<file path="src/rtl/physical_transmitter_if.sv">
// Sample/symbol stream bundle for the QPSK transmitter: payload symbol input and {I,Q} sample output.
// The master modport is the transmitter; the slave modport is the symbol source / DAC side.
interface physical_transmitter_if;
    logic        s_valid;
    logic [1:0]  s_data;
    logic        s_ready;
    logic        out_valid;
    logic [23:0] out_data;
    logic        out_ready;
    logic        underrun;

    modport master (
        input  s_valid, s_data, out_ready,
        output s_ready, out_valid, out_data, underrun
    );

    modport slave (
        output s_valid, s_data, out_ready,
        input  s_ready, out_valid, out_data, underrun
    );
endinterface

</file>
<file path="src/rtl/physical_transmitter.sv">
// QPSK framer/modulator: 26-symbol SOF preamble + PAYLOAD_LEN payload symbols, each held SPS samples.
// Define TX_UNDERRUN_STAT_EN to add the saturating 16-bit underrun_cnt output.
module physical_transmitter #(
    parameter int SPS         = 8,
    parameter int AMP         = 1024,
    parameter int PAYLOAD_LEN = 63,
    parameter int GAP_SYMS    = 4
) (
    input  logic clk,
    input  logic rst_n,
    physical_transmitter_if.master tx
`ifdef TX_UNDERRUN_STAT_EN
    ,
    output logic [15:0] underrun_cnt
`endif
);

    localparam int DATA_W  = 12;
    localparam int SOF_LEN = 26;
    localparam int SYM_MAX = (PAYLOAD_LEN > SOF_LEN) ? PAYLOAD_LEN : SOF_LEN;
    localparam int CNT_W   = $clog2(SPS);
    localparam int SYM_W   = $clog2(SYM_MAX);
    localparam int GAP_W   = $clog2(GAP_SYMS + 1);

    localparam logic [SOF_LEN-1:0] SOF_I = 26'h3278428;
    localparam logic [SOF_LEN-1:0] SOF_Q = 26'h272d17d;

    typedef enum logic [1:0] {IDLE, SOF, PAYLOAD} state_t;

    state_t                  state, state_nxt;
    logic [CNT_W-1:0]        sample_cnt, sample_nxt;
    logic [SYM_W-1:0]        sym_cnt, sym_nxt;
    logic [GAP_W-1:0]        gap_cnt, gap_nxt;
    logic [2*DATA_W-1:0]     data_p0, data_nxt;
    logic                    vld_p0;
    logic                    advance;
    logic                    boundary;
    logic                    take;

    // AMP fits in 12 bits signed, so the negation never overflows
    function automatic logic signed [DATA_W-1:0] level(input logic neg);
        logic signed [DATA_W-1:0] mag;
        mag = DATA_W'(AMP);
        return neg ? -mag : mag;
    endfunction

    function automatic logic [2*DATA_W-1:0] map_sym(input logic [1:0] sym);
        return {level(sym[1]), level(sym[0])};
    endfunction

    // preamble bit set means +AMP, transmitted MSB first
    function automatic logic [2*DATA_W-1:0] sof_sym(input logic [SYM_W-1:0] k);
        logic [4:0] idx;
        idx = 5'(SOF_LEN - 1) - 5'(k);
        return map_sym({~SOF_I[idx], ~SOF_Q[idx]});
    endfunction

    assign advance  = vld_p0 & tx.out_ready;
    assign boundary = advance && (sample_cnt == CNT_W'(SPS - 1));

    always_comb begin
        state_nxt  = state;
        sample_nxt = sample_cnt;
        sym_nxt    = sym_cnt;
        gap_nxt    = gap_cnt;
        data_nxt   = data_p0;
        take       = 1'b0;
        if (boundary) begin
            sample_nxt = '0;
            unique case (state)
                IDLE: begin
                    if (gap_cnt <= GAP_W'(1) && tx.s_valid) begin
                        state_nxt = SOF;
                        sym_nxt   = '0;
                        data_nxt  = sof_sym('0);
                    end else begin
                        gap_nxt  = (gap_cnt == '0) ? '0 : gap_cnt - 1'b1;
                        data_nxt = '0;
                    end
                end
                SOF: begin
                    if (sym_cnt == SYM_W'(SOF_LEN - 1)) begin
                        state_nxt = PAYLOAD;
                        sym_nxt   = '0;
                        take      = 1'b1;
                    end else begin
                        sym_nxt  = sym_cnt + 1'b1;
                        data_nxt = sof_sym(sym_cnt + 1'b1);
                    end
                end
                PAYLOAD: begin
                    if (sym_cnt == SYM_W'(PAYLOAD_LEN - 1)) begin
                        state_nxt = IDLE;
                        gap_nxt   = GAP_W'(GAP_SYMS);
                        data_nxt  = '0;
                    end else begin
                        sym_nxt = sym_cnt + 1'b1;
                        take    = 1'b1;
                    end
                end
                default: state_nxt = IDLE;
            endcase
            // a missing symbol still occupies its slot as 00 so frame length is fixed
            if (take) data_nxt = map_sym(tx.s_valid ? tx.s_data : 2'b00);
        end else if (advance) begin
            sample_nxt = sample_cnt + 1'b1;
        end
    end

    // stage p0: registered sample and framing state
    always_ff @(posedge clk or negedge rst_n) begin
        if (!rst_n) begin
            vld_p0     <= 1'b0;
            data_p0    <= '0;
            state      <= IDLE;
            sample_cnt <= '0;
            sym_cnt    <= '0;
            gap_cnt    <= GAP_W'(GAP_SYMS);
        end else begin
            vld_p0     <= 1'b1;
            data_p0    <= data_nxt;
            state      <= state_nxt;
            sample_cnt <= sample_nxt;
            sym_cnt    <= sym_nxt;
            gap_cnt    <= gap_nxt;
        end
    end

    assign tx.out_valid = vld_p0;
    assign tx.out_data  = data_p0;
    assign tx.s_ready   = take;
    assign tx.underrun  = take & ~tx.s_valid;

`ifdef TX_UNDERRUN_STAT_EN
    always_ff @(posedge clk or negedge rst_n) begin
        if (!rst_n)
            underrun_cnt <= '0;
        else if (tx.underrun && underrun_cnt != 16'hFFFF)
            underrun_cnt <= underrun_cnt + 16'd1;
    end
`endif

endmodule

</file>
<file path="src/flat_wrapper.sv">
// flat-port wrapper written by rule: the top's interface ports become plain ports
module physical_transmitter_flat 
#(
    parameter int SPS         = 8,
    parameter int AMP         = 1024,
    parameter int PAYLOAD_LEN = 63,
    parameter int GAP_SYMS    = 4
)
  (clk, rst_n, tx_s_valid, tx_s_data, tx_out_ready, tx_s_ready, tx_out_valid, tx_out_data, tx_underrun);
  physical_transmitter_if tx_i ();
  input  logic clk;
  input  logic rst_n;
  input wire logic [$bits(tx_i.s_valid)-1:0] tx_s_valid;
  input wire logic [$bits(tx_i.s_data)-1:0] tx_s_data;
  input wire logic [$bits(tx_i.out_ready)-1:0] tx_out_ready;
  output wire logic [$bits(tx_i.s_ready)-1:0] tx_s_ready;
  output wire logic [$bits(tx_i.out_valid)-1:0] tx_out_valid;
  output wire logic [$bits(tx_i.out_data)-1:0] tx_out_data;
  output wire logic [$bits(tx_i.underrun)-1:0] tx_underrun;
  assign tx_i.s_valid = tx_s_valid;
  assign tx_i.s_data = tx_s_data;
  assign tx_i.out_ready = tx_out_ready;
  assign tx_s_ready = tx_i.s_ready;
  assign tx_out_valid = tx_i.out_valid;
  assign tx_out_data = tx_i.out_data;
  assign tx_underrun = tx_i.underrun;
  physical_transmitter #(.SPS(SPS), .AMP(AMP), .PAYLOAD_LEN(PAYLOAD_LEN), .GAP_SYMS(GAP_SYMS)) u_core (.clk(clk), .rst_n(rst_n), .tx(tx_i));
endmodule
</file>
<file path="config.mk">
export PLATFORM = sky130hd
export DESIGN_NAME = physical_transmitter_flat
export DESIGN_NICKNAME = d
export VERILOG_FILES = /design/src/rtl/physical_transmitter_if.sv /design/src/rtl/physical_transmitter.sv /design/src/flat_wrapper.sv
export SDC_FILE = /design/constraint.sdc
export NUM_CORES = 1
export LEC_CHECK = 0
export BUFFER_PORTS_ARGS = -buffer_cell sky130_fd_sc_hd__buf_2
export CAP_MARGIN = 20
export CORE_AREA = 4 4 59 61
export CTS_CLUSTER_DIAMETER = 100
export DETAILED_ROUTE_END_ITERATION = 12
export DIE_AREA = 0 0 63 65
export GPL_TIMING_DRIVEN = 1
export PLACE_DENSITY = 0.82
export SLEW_MARGIN = 5
export SYNTH_ARGS = -nofsm -noshare
export SYNTH_HDL_FRONTEND = slang
export SYNTH_SLANG_ARGS = --single-unit
</file>
<file path="constraint.sdc">
create_clock -name clk -period 3.48 [get_ports clk]
set_clock_uncertainty 0.15 [all_clocks]
set_input_delay 0 -clock clk [delete_from_list [all_inputs] [get_ports clk]]
set_output_delay 0 -clock clk [all_outputs]
set_load 0.02 [all_outputs]
</file>
==> run metrics, run 1 <==
largest net degree at the start of global routing=18; Die Ht=65 um; Power Density=456.6 mW/mm2; row cnt=20; Routed WL=2985 um; Tcrit/Tclk final=76.30%; Fin. Hold Viols=0; first-pass GRT wire length=5216 um; final setup fails=0; number of global-route vias before repair=1138; Hold WC Path Type=input port to async pin; Antenna Cells=0; Core Area=0.002978 mm2; DP HPWL=2198 um; via count=1258; max_cap viols=0; CTS H-Tree Depth=1; IO Port Bufs=12; Distinct cells, synth=49; Avg Vias per Cell=5.566; CTS root buffer=clkbuf_4; number of slew-limit violations in the final report=0; met2 wire length=1348 um; critical path class=register to register; Max VDD drop=0.2102 mV; routed len/inst=13.21 um; Final Net Count=214; Critical Path Source Type=register; Filler cells=261; CTS buffer count=3; EDFF count, synth=0; Yosys Warn Count=0; postcts setup bufs=0; Area Overhead vs Synth=4.969%; grt ovf=0; worst hold margin=32.34 ps; syn avg cell area=8.913 um2; Crit Path Max Fanout=8; die width=63 um; Fmax=376.6 MHz; clk_lat worst skew=310 ps; I/O pin total=33; Synth Flop Type=dfrtp_1; Period minus WS final=2655 ps; RD Place Congestion=0.8325; register bit total from synthesis=18; status=complete, no violations; Worst slew margin=45.72%; CP Data Required Time=3550 ps; Leak=0.8131 nW; Final ANT Viol Nets=0; met3 routed WL=184 um; synthesized area=0.001587 mm2; Die ar.=0.004095 mm2; register area share after synthesis=28.47%; global-route usage over all layers=16.12%; CP Capture Type=register; M1 WL=1387 um; Synth async-reset ratio=100.0%; TNS Setup=0 ps; CTS Sinks=18; starting DRC count in detailed routing=130; CTS tree=done; worst-margin pin slew=811.5 ps; DR top layer=met4; initial antenna violation count=0; Clock Path Buffers=2; Critical Path AT=2730 ps; layout cells sized above 1=13.47%; DR DRC count=0; reg2reg setup slack=820 ps; RSZ-0062 raised after global routing=no; Initial Utilization=53.28%; Post-Syn Instances=178; clock transition at the registers of the reported paths=110 ps; 1st-pass router iterations=5
## timing repair
action | in CTS | in global routing
hold buffers | 5 | 0
hold endpoints to repair | 22 | 0
setup endpoints to repair | 0 | 0
resized for setup | 0 | 0
## worst max-delay path, cell delays in order (launching register included)
cell and delay, ps:
dfrtp_1 510, inv_1 160, ha_1 420, ha_1 270, xor2_2 230, xor2_2 260, nand3_1 110, o31ai_1 70
o21ai_0 120, a311oi_1 270
## layout make-up
cell class | instances | area (um2) | area share [%]
Tap cell | 33 | 41.29 | 2.479
Inverter | 11 | 41.29 | 2.479
Timing Repair Buffer | 17 | 110.1 | 6.612
Multi-Input combinational cell | 143 | 984.7 | 59.13
Sequential cell | 18 | 451.7 | 27.12
Clock buffer | 4 | 36.28 | 2.179
## per-layer routing
layer	vias to the layer above	GRT usage (%)
met1	588	21.44
met4	0	8.540
met3	6	2.253
met2	44	25.30
met5	-	0
li1	620	-
## synth_stat cells, types with 2 or more instances
cell type / number / area [um2]
a21o_1: 3 / 22.52
a21oi_1: 10 / 50.05
and3_1: 2 / 12.51
buf_4: 23 / 172.7
clkbuf_1: 2 / 7.510
conb_1: 2 / 7.510
dfrtp_1: 17 / 425.4
ha_1: 14 / 175.2
inv_1: 11 / 41.29
mux2i_1: 4 / 40.04
nand2_1: 13 / 48.80
nand2b_1: 4 / 25.02
nand3_1: 4 / 20.02
nor2_1: 10 / 37.54
nor2b_1: 2 / 12.51
nor3_1: 5 / 25.02
nor3b_1: 2 / 15.01
o21ai_0: 12 / 60.06
o22ai_1: 2 / 12.51
o31ai_1: 4 / 30.03
xnor2_1: 3 / 26.28
xor2_2: 2 / 32.53
## kinds of logic after synthesis
| group | synth area share [%] |
|---|---|
| DFF | 28.47 |
| buffers and inverters | 13.96 |
| and+or+nand+nor | 17.90 |
| xor gates and xnor gates | 3.707 |
| muxes | 3.233 |
| adders and majority gates | 11.04 |
| AOI/OAI and AO/OA | 21.22 |
| other | 0.4734 |
## path summary, 6_finish.rpt
kind / startpoint / cells past startpoint / end
max: u_core.sym_cnt[0] / 9 / u_core.tx.out_data[23]
min: rst_n / 2 / u_core.gap_cnt[2]
max reg2reg: u_core.sym_cnt[0] / 9 / u_core.tx.out_data[23]
min reg2reg: u_core.sample_cnt[2] / 2 / u_core.sample_cnt[2]
max in group asynchronous: rst_n / 3 / u_core.tx.out_data[23]
min in group clk: tx_s_data[1] / 5 / u_core.tx.out_data[23]
## through the flow
stage                     area, um2  utilization, %  power [mW]  worst slack, ps  std cells
after floorplan                1658               -      0.5733             1066        197
after global placement         1579           53.03      0.6078            968.5        217
after detailed placement       1579           53.03      0.6185            842.6        217
after CTS                      1665           55.92      0.7625            812.0        226
after global routing           1665           55.92      0.8302            599.8        226
final                          1665           55.92      0.7604            824.9        226
## flip-flops by register name, indices dropped and copies added (netlist names)
signal               flops
u_core.gap_cnt           3
u_core.sample_cnt        3
u_core.state             2
u_core.sym_cnt           6
u_core.tx.out_data       3
u_core.tx.out_valid      1
## layout by cell type (no fill, tap or decap), drive strengths merged, types with 2 or more instances in the layout
master / instances
o31ai: 4
nand2b: 5
nand3: 5
dfrtp: 17
o22ai: 2
xnor2: 3
ha: 14
dlygate4sd3: 5
nor3b: 2
nor2b: 2
clkbuf: 4
a21o: 3
o21ai: 13
nor2: 10
xor2: 2
mux2i: 4
and3: 2
inv: 11
conb: 21
nor3: 5
o41ai: 2
buf: 12
nand2: 13
a21oi: 10
## power by group
part | internal [mW] | switching [mW] | leakage, nW | total, mW
Clock | 0.0640 | 0.0758 | 0.0210 | 0.140
Sequential | 0.259 | 0.0396 | 0.222 | 0.299
Combinational | 0.130 | 0.192 | 0.570 | 0.322
Note: power is estimated with default switching activity, not from simulation.
==> run 2: changes to the inputs <==
Settings changed: ABC_AREA set to 1, PLACE_DENSITY 0.82 to 0.8.
Clock period 3.48 ns to 2.55 ns, I/O delays scaled along.
==> run 2 against run 1 <==
The flow now finishes with violations (negative hold slack). Largest power group unchanged. Area after synthesis is 3.8% lower. Cell area down 1.7%. Core utilization shrank 0.92 points. Register-to-register slack got worse by 550 ps. First-iteration DRC count down 25%. Clock power increased by 33%. Sequential power is 55% higher. Sequential share of layout area grew 0.46 points. Highest routed layer unchanged. Critical path depth is 2 higher. Global-route usage down 0.89 points.
==> run metrics, run 2 <==
status=complete, but fails checks; violated checks=negative hold slack; Power, Total=1.613 mW; Post-Synth XOR/XNOR Area=0.5738%; first-pass GRT wire length=5023 um; DR DRC count=0; CP cell instances=ha_1, inv_1, nand2_1, nand2_1, ha_1, or2_2, o21ai_0, nand2_1, nand3_1, nand3_1, a21oi_1; Crit Path Max Fanout=8; synthesized area=0.001526 mm2; CP Capture Type=register; commonest non-fill, non-tap cell in the layout=nand2_1; number of slew-limit violations in the final report=0; Synth Area in Adders=11.48%; critical path class=register to register; register area share after synthesis=29.59%; r2r startpoint=u_core.sym_cnt[0]; Initial Utilization=51.26%; Yosys Warn Count=0; postcts setup bufs=0; die width=63 um; Die Ht=65 um; max FFs per register=6; number of global-route vias before repair=1192; Final ANT Viol Nets=0; Synth Flop Type=dfrtp_1; Distinct cells, synth=26; RSZ-0062 raised after global routing=no; Most flops, register=u_core.sym_cnt; top cells by area, synth=dfrtp_1 (28%), nand2_1 (12%), ha_1 (11%); Worst R2R End=u_core.tx.out_data[11]; row cnt=20; footprint of the multi-input gates=890.9 um2; mux cell area share after synthesis=0.6557%; register bit total from synthesis=18; CTS buffer count=3; Synth Area in Compound Gates=9.508%; via count=1311; CP Data Required Time=2640 ps; Critical Path Source Type=register; post-CTS resize count=0; Antenna Cells=0; Hold WC Path Type=input port to async pin; Filler cells=273; 1st-pass router iterations=5; Critical Path AT=2360 ps; Core Area=0.002978 mm2; Leak=0.8942 nW; Power Density=984.5 mW/mm2; synth cell count leaders=nand2_1 (49), inv_1 (25), buf_4 (21); Fmax=440.1 MHz; routed len/inst=11.08 um; RD Place Congestion=0.8289; CTS tree=done; reg2reg setup slack=280 ps; Reg2Reg Depth=11; Crit path largest cell delay=490 ps; syn avg cell area=7.339 um2; TNS Setup=0 ps; Die ar.=0.004095 mm2; I/O pin total=33; Post-Syn Instances=208; initial antenna violation count=0; cell taking the most area after synthesis=dfrtp_1; Crit. Startpoint=u_core.sym_cnt[0]; Fin. Hold Viols=3; grt ovf=0; Area Overhead vs Synth=7.295%; Max VDD drop=0.3438 mV; Period minus WS final=2272 ps; Routed WL=2892 um; Avg Vias per Cell=5.023; CTS root buffer=clkbuf_4; Final Net Count=249; clock transition at the registers of the reported paths=110 ps; cell with the most instances after synthesis=nand2_1; Clock Path Buffers=2; Synth async-reset ratio=100.0%; Placement Cell Area=0.001541 mm2; starting DRC count in detailed routing=97; Finished Cell Area=0.001638 mm2; share of the synthesized area in the top cell type=27.87%; Setup crit end=u_core.tx.out_data[11]; global-route usage over all layers=15.23%; most frequent cells in the layout=nand2_1 (49), inv_1 (25), conb_1 (21); largest net degree at the start of global routing=19; CTS Sinks=18; final setup fails=0; max_cap viols=0; slowest stage cell, crit path=dfrtp_1; clk_lat worst skew=300 ps; Tcrit/Tclk final=89.11%; worst hold margin=-2.168 ps; layout cells sized above 1=14.91%; Crit path top cell by count=nand2_1; IO Port Bufs=12; EDFF count, synth=0; cts hold-fix bufs=6; sequential cell area=451.7 um2; DP HPWL=2278 um; Post-Synth Simple-Gate Area=30.98%; largest family of logic cells by synthesized area=simple AND/OR/NAND/NOR gates; CTS H-Tree Depth=1
==> run 2: changes by cell type after synthesis, moves of 4 or more <==
| cell | delta |
|---|---|
| nand3_1 | +13 |
| nor2_1 | +5 |
| o31ai_1 | -4 |
| nand4_1 | +4 |
| inv_1 | +14 |
| nand2_2 | +8 |
| a21oi_1 | -4 |
| nand2_1 | +36 |
| nand2b_1 | -4 |
==> run 2: power by group <==
group	internal (mW)	switching [mW]
logic	0.358	0.605
clock network	0.0871	0.0986
registers	0.374	0.0896
==> run 2: metrics by stage <==
step	utilization (%)	cells	hold WS, ps	worst slack [ps]
2_1_floorplan	-	227	-445.6	450.1
3_3_place_gp	51.76	251	-191.8	352.3
3_5_place_dp	51.76	251	-189.1	298.3
4_1_cts	55.00	261	7.418	268.4
5_1_grt	55.00	261	33.51	56.82
6_report	55.00	261	-2.168	277.6
==> run 2: layer usage <==
layer  track usage [%]  wire, um
met5                 0         0
met4             5.785        48
met3             1.560       122
met2             27.01      1355
met1             18.99      1365
==> run 2: worst min path at each step <==
stage,startpoint,to,slack [ps],cells after the start
after detailed placement,rst_n,u_core.sym_cnt[4],-190,1
after CTS,rst_n,u_core.sym_cnt[4],7,2
after global placement,rst_n,u_core.sym_cnt[4],-190,1
after floorplan,rst_n,u_core.gap_cnt[0],-450,0
after global routing,rst_n,u_core.sym_cnt[4],30,2
final,rst_n,u_core.sym_cnt[2],-2,2
==> run 2: worst max-delay path: cells and delay by family (launching register included) <==
kind            cells  cell delay, ps
simple gates        6             650
fa+ha+maj           2             610
flops               1             490
compound gates      2             190
buf+inv             1             100
==> run 2: layout make-up <==
type,instances,area share [%]
tap,33,2.521
clock buffer,4,2.215
inverter,26,5.959
sequential,18,27.58
multi-input combinational,162,54.39
timing repair buffer,18,7.334
==> run 2: cell families after synthesis <==
group | Yosys count
other | 2
and+or+nand+nor | 101
xor gates and xnor gates | 1
AOI/OAI and AO/OA | 24
adders and majority gates | 14
muxes | 1
buffers and inverters | 47
DFF | 18
